File: src/rtl/uart_tx_sched_if.sv
// rtl/uart_tx_sched_if.sv - requester handshake bundle for the two-source UART transmitter
interface uart_tx_sched_if;
    logic       req0_valid;
    logic [7:0] req0_data;
    logic       req0_ready;
    logic       req1_valid;
    logic [7:0] req1_data;
    logic       req1_ready;

    modport master (
        output req0_valid, req0_data, req1_valid, req1_data,
        input  req0_ready, req1_ready
    );

    modport slave (
        input  req0_valid, req0_data, req1_valid, req1_data,
        output req0_ready, req1_ready
    );
endinterface

File: src/rtl/uart_tx_sched.sv
// rtl/uart_tx_sched.sv - round-robin two-requester UART transmitter with bit timer and frame sequencer
module uart_tx_sched #(
    parameter int CLKS_PER_BIT = 88,
    parameter int PARITY_EN    = 0,
    parameter int STOP_BITS    = 1
) (
    input  logic           clk,
    input  logic           rst,
    uart_tx_sched_if.slave req,
    output logic           tx,
    output logic           busy,
    output logic           grant_id,
    output logic           frame_done
);
    typedef enum logic [2:0] {IDLE, START, DATA, PARITY, STOP} state_t;

    localparam logic [15:0] LAST_CNT  = 16'(CLKS_PER_BIT - 1);
    localparam logic        LAST_STOP = (STOP_BITS == 2);

    state_t      state;
    logic [15:0] clk_cnt;
    logic [2:0]  bit_idx;
    logic        stop_cnt;
    logic [7:0]  shift_reg;
    logic        parity_bit;
    logic        last_grant;
    logic        sel;

    // On a tie the requester that did not win last time is selected
    always_comb begin
        sel = req.req1_valid;
        if (req.req0_valid && req.req1_valid) begin
            sel = ~last_grant;
        end
    end

    assign req.req0_ready = (state == IDLE) && req.req0_valid && !sel;
    assign req.req1_ready = (state == IDLE) && req.req1_valid && sel;

    always_ff @(posedge clk) begin
        if (rst) begin
            state      <= IDLE;
            clk_cnt    <= '0;
            bit_idx    <= '0;
            stop_cnt   <= 1'b0;
            shift_reg  <= '0;
            parity_bit <= 1'b0;
            last_grant <= 1'b1;
            tx         <= 1'b1;
            busy       <= 1'b0;
            grant_id   <= 1'b0;
            frame_done <= 1'b0;
        end else begin
            frame_done <= 1'b0;
            if (state == IDLE) begin
                if (req.req0_ready || req.req1_ready) begin
                    shift_reg  <= sel ? req.req1_data : req.req0_data;
                    parity_bit <= sel ? ^req.req1_data : ^req.req0_data;
                    grant_id   <= sel;
                    last_grant <= sel;
                    busy       <= 1'b1;
                    state      <= START;
                    clk_cnt    <= '0;
                    tx         <= 1'b0;
                end
            end else if (clk_cnt != LAST_CNT) begin
                clk_cnt <= clk_cnt + 16'd1;
            end else begin
                // tx is loaded on the edge that enters each bit so every bit spans a full period
                clk_cnt <= '0;
                case (state)
                    START: begin
                        state   <= DATA;
                        bit_idx <= '0;
                        tx      <= shift_reg[0];
                    end
                    DATA: begin
                        if (bit_idx == 3'd7) begin
                            if (PARITY_EN != 0) begin
                                state <= PARITY;
                                tx    <= parity_bit;
                            end else begin
                                state    <= STOP;
                                tx       <= 1'b1;
                                stop_cnt <= 1'b0;
                            end
                        end else begin
                            bit_idx   <= bit_idx + 3'd1;
                            shift_reg <= {1'b0, shift_reg[7:1]};
                            tx        <= shift_reg[1];
                        end
                    end
                    PARITY: begin
                        state    <= STOP;
                        tx       <= 1'b1;
                        stop_cnt <= 1'b0;
                    end
                    STOP: begin
                        if (stop_cnt == LAST_STOP) begin
                            state      <= IDLE;
                            busy       <= 1'b0;
                            frame_done <= 1'b1;
                        end else begin
                            stop_cnt <= 1'b1;
                        end
                    end
                    default: state <= IDLE;
                endcase
            end
        end
    end
endmodule

File: src/flat_wrapper.sv
// flat-port wrapper written by rule: the top's interface ports become plain ports
module uart_tx_sched_flat 
#(
    parameter int CLKS_PER_BIT = 88,
    parameter int PARITY_EN    = 0,
    parameter int STOP_BITS    = 1
)
  (clk, rst, tx, busy, grant_id, frame_done, req_req0_valid, req_req0_data, req_req1_valid, req_req1_data, req_req0_ready, req_req1_ready);
  uart_tx_sched_if req_i ();
  input  logic clk;
  input  logic rst;
  output logic tx;
  output logic busy;
  output logic grant_id;
  output logic frame_done;
  input wire logic [$bits(req_i.req0_valid)-1:0] req_req0_valid;
  input wire logic [$bits(req_i.req0_data)-1:0] req_req0_data;
  input wire logic [$bits(req_i.req1_valid)-1:0] req_req1_valid;
  input wire logic [$bits(req_i.req1_data)-1:0] req_req1_data;
  output wire logic [$bits(req_i.req0_ready)-1:0] req_req0_ready;
  output wire logic [$bits(req_i.req1_ready)-1:0] req_req1_ready;
  assign req_i.req0_valid = req_req0_valid;
  assign req_i.req0_data = req_req0_data;
  assign req_i.req1_valid = req_req1_valid;
  assign req_i.req1_data = req_req1_data;
  assign req_req0_ready = req_i.req0_ready;
  assign req_req1_ready = req_i.req1_ready;
  uart_tx_sched #(.CLKS_PER_BIT(CLKS_PER_BIT), .PARITY_EN(PARITY_EN), .STOP_BITS(STOP_BITS)) u_core (.clk(clk), .rst(rst), .req(req_i), .tx(tx), .busy(busy), .grant_id(grant_id), .frame_done(frame_done));
endmodule
File: config.mk
export PLATFORM = sky130hd
export DESIGN_NAME = uart_tx_sched_flat
export DESIGN_NICKNAME = d
export VERILOG_FILES = /design/src/rtl/uart_tx_sched_if.sv /design/src/rtl/uart_tx_sched.sv /design/src/flat_wrapper.sv
export SDC_FILE = /design/constraint.sdc
export NUM_CORES = 1
export LEC_CHECK = 0
export ABC_AREA = 1
export BUFFER_PORTS_ARGS = -buffer_cell sky130_fd_sc_hd__buf_2
export CORE_UTILIZATION = 45
export DETAILED_ROUTE_END_ITERATION = 16
export GPL_TIMING_DRIVEN = 0
export PLACE_DENSITY_LB_ADDON = 0.12
export SLEW_MARGIN = 30
export SYNTH_ARGS = -nofsm -noshare
export SYNTH_HDL_FRONTEND = slang
export SYNTH_SLANG_ARGS = --single-unit
File: constraint.sdc
create_clock -name clk -period 2.43 [get_ports clk]
set_input_delay 0.243 -clock clk [delete_from_list [all_inputs] [get_ports clk]]
set_output_delay 0.243 -clock clk [all_outputs]
set_load 0.1 [all_outputs]
==> results.json <==
{
  "wl_um": 5300,
  "clock_latency_ps": 290,
  "path_clk_slew_ps": 70,
  "nets": 390,
  "postCtsSetupBuffers": 0,
  "swShare": 0.479,
  "synth_seq_cells": 35,
  "gr-total-overflow": 0,
  "synth_top_family_by_area": "simple AND/OR/NAND/NOR gates",
  "nFillCells": 499,
  "die_h_um": 72.9,
  "hold_viol_final": 0,
  "min_period_over_period": 0.811,
  "grt_pass1_wl_um": 9180,
  "crit_type": "reg2out",
  "core_area_um2": 4790,
  "muxShareOfSynthArea": 0,
  "synth-simple-area-share": 0.426,
  "pwr-share-seq": 0.296,
  "synthAdderAreaFrac": 0.0166,
  "slew_headroom": 0.574,
  "cp-start-kind": "register",
  "mostFrequentLayoutCell": "nor2_1",
  "vias": 2112,
  "ios": 26,
  "dp_hpwl_um": 3870,
  "cts_tree": "done",
  "setup_violations": 0,
  "synth-xor-area-share": 0.0116,
  "final_antenna_net_count": 0,
  "yosys_warnings": 0,
  "cts_resized": 0,
  "io_buffers": 24,
  "cts_made_buffers": 5,
  "route.detailed.drc": 0,
  "power_frac_comb": 0.526,
  "largest_register_ffs": 16,
  "cts.path.max_buffers": 2,
  "yosysSeqAreaShare": 0.310,
  "first_global_vias": 2042,
  "cts.sink_count": 35,
  "fp.dieW_um": 72.9,
  "period_needed_ps": 1970,
  "cts_root_buf": "clkbuf_8",
  "utilization": 0.536,
  "initial_core_util": 0.473,
  "final_max_slew_viol_count": 0,
  "worstPathRequired_ps": 2190,
  "rows": 25,
  "final-seq-area_um2": 701,
  "power_density_nw_per_um2": 1040,
  "tns_ps": 0,
  "power.ir.vdd_worst_mv": 0.530,
  "min_path_type": "in2reg",
  "drv_cap": 0,
  "antenna_found_initial": 0,
  "grt.total_usage": 0.224,
  "status": "completed",
  "grt_max_degree": 11,
  "internal-power_mw": 1.39,
  "p_sw_mw": 1.28,
  "crit_path_end_kind": "output pin",
  "synth_compound_area_frac": 0.130,
  "n_antenna_cell": 0,
  "fin_skew_ps": 3.20,
  "synth.avg_cell_area_um2": 6.74,
  "cp.arrival_ps": 1730,
  "multiInputGateArea_um2": 1320,
  "dieArea_um2": 5320,
  "fmax_mhz": 507,
  "holdBufCountCts": 0,
  "syn-cell-area_um2": 2260,
  "post-place-ws_ps": 727,
  "final_cell_mix": "nor2_1, nand2_1, dfxtp_1",
  "drt_iter0_markers": 88,
  "synthCells": 336,
  "fin_ws_ps": 459,
  "p_leak_nw": 1.09,
  "worst_pin_slew_ps": 639,
  "drive_gt1_frac": 0.236,
  "post_drt_wl_per_cell_um": 12.2,
  "syn_to_final_growth_pct": 13.4,
  "dr.pass1.iters": 4,
  "gp_congestion": 0.906,
  "ys_types": 34,
  "p_clk_frac": 0.178,
  "cts-htree-levels": 2,
  "crit_fanout": 10,
  "rsz0062_at_grt": "no",
  "hold_slack_ps": 324,
  "vias_per_cell": 4.86,
  "syn_nets": 359
}
critical path, stage by stage (launching register included):
cell and delay [ps]:
dfxtp_1 340, nand2_1 50, nand2_1 200, buf_4 260
inv_1 70, nor2_1 90, buf_2 420
cell families (layout without fill, tap and decap cells):
logic type               Yosys count  after routing
XOR/XNOR                           3              3
adder cells (fa/ha/maj)            3              3
AND/OR/NAND/NOR                  200            200
flip-flops                        35             35
AO/OA/AOI/OAI                     43             43
buffers and inverters             52             84
stage by stage:
stage | cell area [µm²] | std cells | total power [mW]
floorplan | 2260 | 336 | 1.93
global placement | 2470 | 427 | 2.20
detailed placement | 2470 | 427 | 2.21
CTS | 2570 | 435 | 2.68
global route | 2570 | 435 | 2.87
finish | 2570 | 435 | 2.67
layout make-up:
| class | instances | share of cell area |
|---|---|---|
| plain buffers | 8 | 0.0253 |
| well taps | 67 | 0.0327 |
| clock buffers | 8 | 0.0390 |
| repair buffers | 24 | 0.0468 |
| inverters | 44 | 0.0677 |
| multi-input cells | 249 | 0.516 |
| flip-flops and latches | 35 | 0.273 |
per-layer routing:
| layer | wire length (µm) | GRT usage | vias up |
|---|---|---|---|
| li1 | - | - | 1132 |
| met1 | 2580 | 0.282 | 927 |
| met2 | 2460 | 0.381 | 45 |
| met3 | 180 | 0.0414 | 8 |
| met4 | 80 | 0.0806 | 0 |
| met5 | 0 | 0 | - |
cells in the mapped netlist:
master / n / area (µm²)
ha_1: 3 / 37.5
a21boi_1: 5 / 37.5
clkbuf_1: 4 / 15.0
a21oi_1: 10 / 50.1
o22ai_1: 2 / 12.5
dfxtp_1: 35 / 701
o21ai_0: 6 / 30.0
nor2_2: 3 / 18.8
o21ai_1: 2 / 10.0
nor3_1: 4 / 20.0
nand2_8: 3 / 60.1
or2_1: 7 / 43.8
xor2_1: 3 / 26.3
buf_6: 2 / 22.5
buf_4: 1 / 7.51
a21oi_2: 16 / 140
inv_2: 7 / 26.3
nand3b_1: 2 / 15.0
inv_6: 1 / 8.76
buf_12: 1 / 20.0
or2_2: 2 / 12.5
nand2_1: 62 / 233
o21a_1: 1 / 7.51
clkinv_1: 1 / 3.75
clkinv_2: 3 / 15.0
nand3_1: 31 / 155
nor2_4: 2 / 22.5
nand4_1: 6 / 37.5
nor2_1: 63 / 236
nand3_4: 1 / 17.5
o211ai_1: 1 / 7.51
nand2_4: 1 / 11.3
inv_1: 32 / 120
nand2_2: 13 / 81.3
worst paths after layout:
kind	startpoint	end	slack, ps	cells after the start
setup / recovery	u_core.last_grant	req_req0_ready	460	6
hold / removal	rst	u_core.clk_cnt[14]	320	2
setup reg to reg	u_core.clk_cnt[1]	u_core.shift_reg[3]	790	10
hold reg to reg	u_core.busy	u_core.busy	470	2
power by group through the flow:
stage	Combinational, mW	Sequential [mW]	Clock (mW)
2_1_floorplan	1.01	0.916	0
3_3_place_gp	1.41	0.793	0
3_5_place_dp	1.41	0.798	0
4_1_cts	1.41	0.785	0.483
5_1_grt	1.56	0.799	0.510
6_report	1.40	0.790	0.476
Power figures use the tool's default switching activity.
